### src/rtl/seq_chunk_cmp_if.sv
// rtl/seq_chunk_cmp_if.sv - request/response bundle for the chunked sequential comparator
// master drives the request side, slave returns status and registered flags.
interface seq_chunk_cmp_if #(
   parameter int WIDTH = 32
);
   logic             start;
   logic [2:0]       op;
   logic [WIDTH-1:0] a;
   logic [WIDTH-1:0] b;
   logic             busy;
   logic             done;
   logic             result;
   logic             eq;
   logic             lt_s;
   logic             lt_u;

   modport master (
      output start, op, a, b,
      input  busy, done, result, eq, lt_s, lt_u
   );

   modport slave (
      input  start, op, a, b,
      output busy, done, result, eq, lt_s, lt_u
   );
endinterface

### src/rtl/seq_chunk_cmp.sv
// rtl/seq_chunk_cmp.sv - multi-cycle comparator scanning CHUNK bits per cycle from the MSB chunk
// Stops at the first differing chunk; only the MSB chunk is compared as signed.
module seq_chunk_cmp #(
   parameter int WIDTH = 32,
   parameter int CHUNK = 8
) (
   input  logic            clk,
   input  logic            reset,
   seq_chunk_cmp_if.slave  bus
);
   localparam int NCHUNK = WIDTH / CHUNK;
   localparam int IW     = (NCHUNK > 1) ? $clog2(NCHUNK) : 1;

   typedef enum logic [1:0] {S_IDLE, S_SCAN, S_DONE} state_t;

   state_t           state_q;
   logic [WIDTH-1:0] a_q, b_q;
   logic [2:0]       op_q;
   logic [IW-1:0]    idx_q;
   logic             busy_q, done_q, result_q, eq_q, lt_s_q, lt_u_q;

   logic [CHUNK-1:0] ca, cb;
   logic             chunk_ne, last_chunk;
   logic             eq_d, lt_s_d, lt_u_d, result_d;

   always_comb begin
      ca         = a_q[int'(idx_q) * CHUNK +: CHUNK];
      cb         = b_q[int'(idx_q) * CHUNK +: CHUNK];
      chunk_ne   = (ca != cb);
      last_chunk = (idx_q == '0);
      eq_d       = 1'b1;
      lt_u_d     = 1'b0;
      lt_s_d     = 1'b0;
      if (chunk_ne) begin
         eq_d   = 1'b0;
         lt_u_d = (ca < cb);
         // The sign bit lives only in the top chunk; below it magnitude order is unsigned.
         lt_s_d = (idx_q == IW'(NCHUNK - 1)) ? ($signed(ca) < $signed(cb)) : (ca < cb);
      end
      case (op_q)
         3'd0:    result_d = eq_d;
         3'd1:    result_d = !eq_d;
         3'd2:    result_d = lt_s_d;
         3'd3:    result_d = !lt_s_d;
         3'd4:    result_d = lt_u_d;
         3'd5:    result_d = !lt_u_d;
         3'd6:    result_d = lt_s_d | eq_d;
         default: result_d = !(lt_s_d | eq_d);
      endcase
   end

   always_ff @(posedge clk or negedge reset) begin
      if (!reset) begin
         state_q  <= S_IDLE;
         a_q      <= '0;
         b_q      <= '0;
         op_q     <= '0;
         idx_q    <= '0;
         busy_q   <= 1'b0;
         done_q   <= 1'b0;
         result_q <= 1'b0;
         eq_q     <= 1'b0;
         lt_s_q   <= 1'b0;
         lt_u_q   <= 1'b0;
      end else begin
         case (state_q)
            S_IDLE, S_DONE: begin
               done_q <= 1'b0;
               if (bus.start) begin
                  a_q     <= bus.a;
                  b_q     <= bus.b;
                  op_q    <= bus.op;
                  idx_q   <= IW'(NCHUNK - 1);
                  busy_q  <= 1'b1;
                  state_q <= S_SCAN;
               end else begin
                  busy_q  <= 1'b0;
                  state_q <= S_IDLE;
               end
            end
            S_SCAN: begin
               if (chunk_ne || last_chunk) begin
                  eq_q     <= eq_d;
                  lt_s_q   <= lt_s_d;
                  lt_u_q   <= lt_u_d;
                  result_q <= result_d;
                  busy_q   <= 1'b0;
                  done_q   <= 1'b1;
                  state_q  <= S_DONE;
               end else begin
                  idx_q <= idx_q - IW'(1);
               end
            end
            default: begin
               busy_q  <= 1'b0;
               done_q  <= 1'b0;
               state_q <= S_IDLE;
            end
         endcase
      end
   end

   assign bus.busy   = busy_q;
   assign bus.done   = done_q;
   assign bus.result = result_q;
   assign bus.eq     = eq_q;
   assign bus.lt_s   = lt_s_q;
   assign bus.lt_u   = lt_u_q;
endmodule

### src/flat_wrapper.sv
// flat-port wrapper written by rule: the top's interface ports become plain ports
module seq_chunk_cmp_flat 
#(
   parameter int WIDTH = 32,
   parameter int CHUNK = 8
)
  (clk, reset, bus_start, bus_op, bus_a, bus_b, bus_busy, bus_done, bus_result, bus_eq, bus_lt_s, bus_lt_u);
  seq_chunk_cmp_if #(.WIDTH(WIDTH)) bus_i ();
  input  logic clk;
  input  logic reset;
  input wire logic [$bits(bus_i.start)-1:0] bus_start;
  input wire logic [$bits(bus_i.op)-1:0] bus_op;
  input wire logic [$bits(bus_i.a)-1:0] bus_a;
  input wire logic [$bits(bus_i.b)-1:0] bus_b;
  output wire logic [$bits(bus_i.busy)-1:0] bus_busy;
  output wire logic [$bits(bus_i.done)-1:0] bus_done;
  output wire logic [$bits(bus_i.result)-1:0] bus_result;
  output wire logic [$bits(bus_i.eq)-1:0] bus_eq;
  output wire logic [$bits(bus_i.lt_s)-1:0] bus_lt_s;
  output wire logic [$bits(bus_i.lt_u)-1:0] bus_lt_u;
  assign bus_i.start = bus_start;
  assign bus_i.op = bus_op;
  assign bus_i.a = bus_a;
  assign bus_i.b = bus_b;
  assign bus_busy = bus_i.busy;
  assign bus_done = bus_i.done;
  assign bus_result = bus_i.result;
  assign bus_eq = bus_i.eq;
  assign bus_lt_s = bus_i.lt_s;
  assign bus_lt_u = bus_i.lt_u;
  seq_chunk_cmp #(.WIDTH(WIDTH), .CHUNK(CHUNK)) u_core (.clk(clk), .reset(reset), .bus(bus_i));
endmodule
### config.mk
export PLATFORM = sky130hd
export DESIGN_NAME = seq_chunk_cmp_flat
export DESIGN_NICKNAME = d
export VERILOG_FILES = /design/src/rtl/seq_chunk_cmp_if.sv /design/src/rtl/seq_chunk_cmp.sv /design/src/flat_wrapper.sv
export SDC_FILE = /design/constraint.sdc
export NUM_CORES = 1
export LEC_CHECK = 0
export BUFFER_PORTS_ARGS = -buffer_cell sky130_fd_sc_hd__buf_4
export CAP_MARGIN = 10
export CORE_UTILIZATION = 40
export DETAILED_ROUTE_END_ITERATION = 16
export PLACE_DENSITY = 0.71
export SYNTH_ARGS = -nofsm -noshare
export SYNTH_HDL_FRONTEND = slang
export SYNTH_SLANG_ARGS = --single-unit
### constraint.sdc
create_clock -name clk -period 3.25 [get_ports clk]
set_input_delay 0.65 -clock clk [delete_from_list [all_inputs] [get_ports clk]]
set_output_delay 0.65 -clock clk [all_outputs]
set_load 0.01 [all_outputs]
==> flow_summary.rst <==
.. list-table::
   :header-rows: 1

   * - Metric
     - Value
   * - Buffers from clock root to sink, at most
     - 2
   * - Clock latency of the later-clocked register in the worst-skew pair
     - 340 ps
   * - Result of the run
     - finished, final reports clean
   * - Fraction of final layout cells sized beyond drive strength 1
     - 57.3%
   * - Min Clock Period, post-route
     - 2820 ps
   * - Most frequently used cell type in the post-synthesis netlist
     - dfrtp_1
   * - Worst Hold Slack
     - 436 ps
   * - Share of synthesized flip-flops with an asynchronous set or reset
     - 100%
   * - Detail Route Antenna Nets
     - 0
   * - Type of the most critical hold path
     - in2async
   * - Synthesized flop and latch total
     - 75
   * - Clock edge transition at the registers on the reported setup and hold paths
     - 80 ps
   * - Final cell area excluding filler cells
     - 4500 µm²
   * - Remaining global-route overflow
     - 0
   * - Total leakage power
     - 2.07 nW
   * - CP max FO
     - 12
   * - Final setup violation count
     - 0
   * - Total vias in the final route
     - 2,293
   * - Core footprint
     - 8680 µm²
   * - Post-synthesis sequential area ratio
     - 52.4%
   * - Initial antenna violation count
     - 0
   * - Number of warnings printed during yosys synthesis
     - 0
   * - Placed Area
     - 4270 µm²
   * - Count of max-cap constraint violations
     - 0
   * - Peak supply drop
     - 0.267 mV
   * - Cells after synthesis
     - 246
   * - Proportion of netlist area held by the largest area contributor
     - 52.4%
   * - Post-layout power
     - 2.55 mW
   * - Count of antenna diodes in the layout
     - 0
   * - Y dimension of the die
     - 96.6 µm
   * - CTS tree
     - built
   * - Post-Syn Nets
     - 326
   * - Dominant cells by area after synthesis
     - dfrtp_1, mux2_2, mux4_2
   * - I/O pin cnt
     - 76
   * - Most common flop cell mapped by yosys
     - dfrtp_1
   * - Startpoint-to-endpoint class of the critical path
     - reg2reg
   * - Relative slew slack
     - 37.5%
   * - Clock Tree Root
     - clkbuf_8
   * - Clock skew after layout
     - 5.36 ps
   * - Transition at the pin with the smallest max-transition slack
     - 938 ps
   * - Horiz. Die Dim
     - 96.6 µm
   * - DRC violations left
     - 0
   * - Fin crit share
     - 86.6%
   * - Clock net sink count
     - 75
   * - H-tree levels
     - 3
   * - Destination of the worst register-to-register timing path
     - u_core.bus.result$_DFFE_PN0P_
   * - Standard-cell rows
     - 34
   * - Number of gates resized after cts
     - 0
   * - Area growth from synthesis to layout
     - 25.6%
   * - Via density per instance
     - 5.26
   * - GRT Overall Usage
     - 16.3%
   * - Mapped cell area
     - 3580 µm²
   * - Top cells by instance count after synthesis
     - dfrtp_1, mux2_2, mux4_2
   * - Cells on worst reg2reg path
     - 9
   * - Setup slack of the worst register-to-register path
     - 430 ps
   * - WL/cell
     - 16.0 µm
   * - First-pass GRT wire length
     - 12,000 µm
   * - Setup TNS Final
     - 0 ps
   * - Post-CTS setup buffer count
     - 0
   * - Category of the worst setup path capture point
     - flip-flop
   * - Clock buffer count from CTS
     - 9
   * - Highest clock rate
     - 0.355 GHz
   * - Final HPWL from detailed placement
     - 5040 µm
   * - Mean instance size in the synthesized netlist
     - 14.6 µm²
   * - Detailed-route wire length
     - 7000 µm
   * - Number of endpoints with negative hold slack in the final report
     - 0
   * - Number of global-route vias before repair
     - 2,422
   * - Net count, final
     - 403
   * - CP Data Required Time
     - 3470 ps
   * - Number of enable flip-flop cells after synthesis
     - 0
   * - Arrival time of data at the critical path endpoint
     - 3030 ps
   * - Synth area leader
     - dfrtp_1
   * - Element type at the critical path start
     - flip-flop
   * - Pwr dens
     - 566 nW/µm²
   * - Starting Density
     - 41.3%
   * - Start of the worst register-to-register path
     - u_core.idx_q[0]$_DFFE_PN0P_
   * - DIE AREA
     - 9340 µm²
   * - Unrepaired setup endpoints after global routing
     - no
   * - Post-CTS Hold Buffers
     - 0
   * - Worst Slack Setup Final
     - 434 ps
   * - Largest net degree at the start of global routing
     - 76
   * - I/O Buffers
     - 75
   * - Setup Slack @ Placement
     - 440 ps
   * - Distinct cell type count after synthesis
     - 39
   * - First-iteration detailed-routing DRC count
     - 125
   * - Final-report max-slew violation count
     - 0
   * - Routability congestion estimate from global placement
     - 0.854
   * - Number of detailed-route iterations in the first pass
     - 4
[per-layer routing]
layer | up-vias | part of all wire (%) | track usage [%]
li1 | 1068 | - | -
met1 | 1141 | 44 | 22.1
met2 | 74 | 49 | 25.1
met3 | 10 | 4.6 | 4.34
met4 | 0 | 2.1 | 6.66
met5 | - | 0 | 0
[cells in the final DEF, fill, tap and decap left out, types with 8 or more instances in the layout]
cell type and instances:
clkbuf_8 11, mux4_2 16, inv_1 12, ha_1 10, buf_4 78, dfrtp_1 75, mux2_2 67, nor2_1 8
[final cells by class]
class | instances | area, µm²
well taps | 108 | 135
repair buffers | 79 | 606
inverters | 12 | 45.0
clock inverters | 5 | 75.1
fillers | 767 | 4180
flip-flops and latches | 75 | 1880
clock buffers | 11 | 151
multi-input cells | 146 | 1610
[state kept, by name, summed over array words and instances (netlist names)]
register	flops
u_core.b_q	32
u_core.bus.done	1
u_core.bus.eq	1
u_core.a_q	32
u_core.bus.lt_u	1
u_core.idx_q	2
u_core.bus.lt_s	1
u_core.op_q	3
u_core.bus.result	1
u_core.state_q	1
[per-stage QoR]
| step | instances | util [%] |
|---|---|---|
| floorplan | 246 | - |
| global placement | 420 | 49.3 |
| detailed placement | 420 | 49.3 |
| CTS | 436 | 51.9 |
| global route | 436 | 51.9 |
| finish | 436 | 51.9 |
[how the worst max path moves through the flow]
stage,from,to,slack (ps),cells after the start
global route,u_core.idx_q[0]$_DFFE_PN0P_,u_core.bus.result$_DFFE_PN0P_,190,9
floorplan,u_core.idx_q[0]$_DFFE_PN0P_,u_core.bus.result$_DFFE_PN0P_,230,10
global placement,u_core.idx_q[0]$_DFFE_PN0P_,u_core.bus.result$_DFFE_PN0P_,510,9
CTS,u_core.idx_q[0]$_DFFE_PN0P_,u_core.bus.result$_DFFE_PN0P_,420,9
finish,u_core.idx_q[0]$_DFFE_PN0P_,u_core.bus.result$_DFFE_PN0P_,430,9
detailed placement,u_core.idx_q[0]$_DFFE_PN0P_,u_core.bus.result$_DFFE_PN0P_,440,9
[worst max-delay path: stages (launching register included)]
cell	delay, ps
dfrtp_1	350
buf_4	230
mux4_2	530
ha_1	360
nand2b_2	260
o211ai_2	170
and3_1	170
nand3_1	70
o211a_1	130
o41a_1	420
[where the power goes]
part	internal (mW)	switching, mW
logic	0.351	0.224
registers	1.08	0.0911
clock network	0.470	0.328
total	1.91	0.643
[kinds of logic (layout without fill, tap and decap cells)]
kind of cell | after synthesis | after routing | share of synthesized area [%]
muxes | 84 | 84 | 31.4
DFF | 75 | 75 | 52.4
and+or+nand+nor | 27 | 27 | 4.26
AOI/OAI and AO/OA | 25 | 25 | 5.62
buffers and inverters | 25 | 107 | 2.83
adders and majority gates | 10 | 10 | 3.49
No activity file was read; power rests on OpenSTA's default activity.
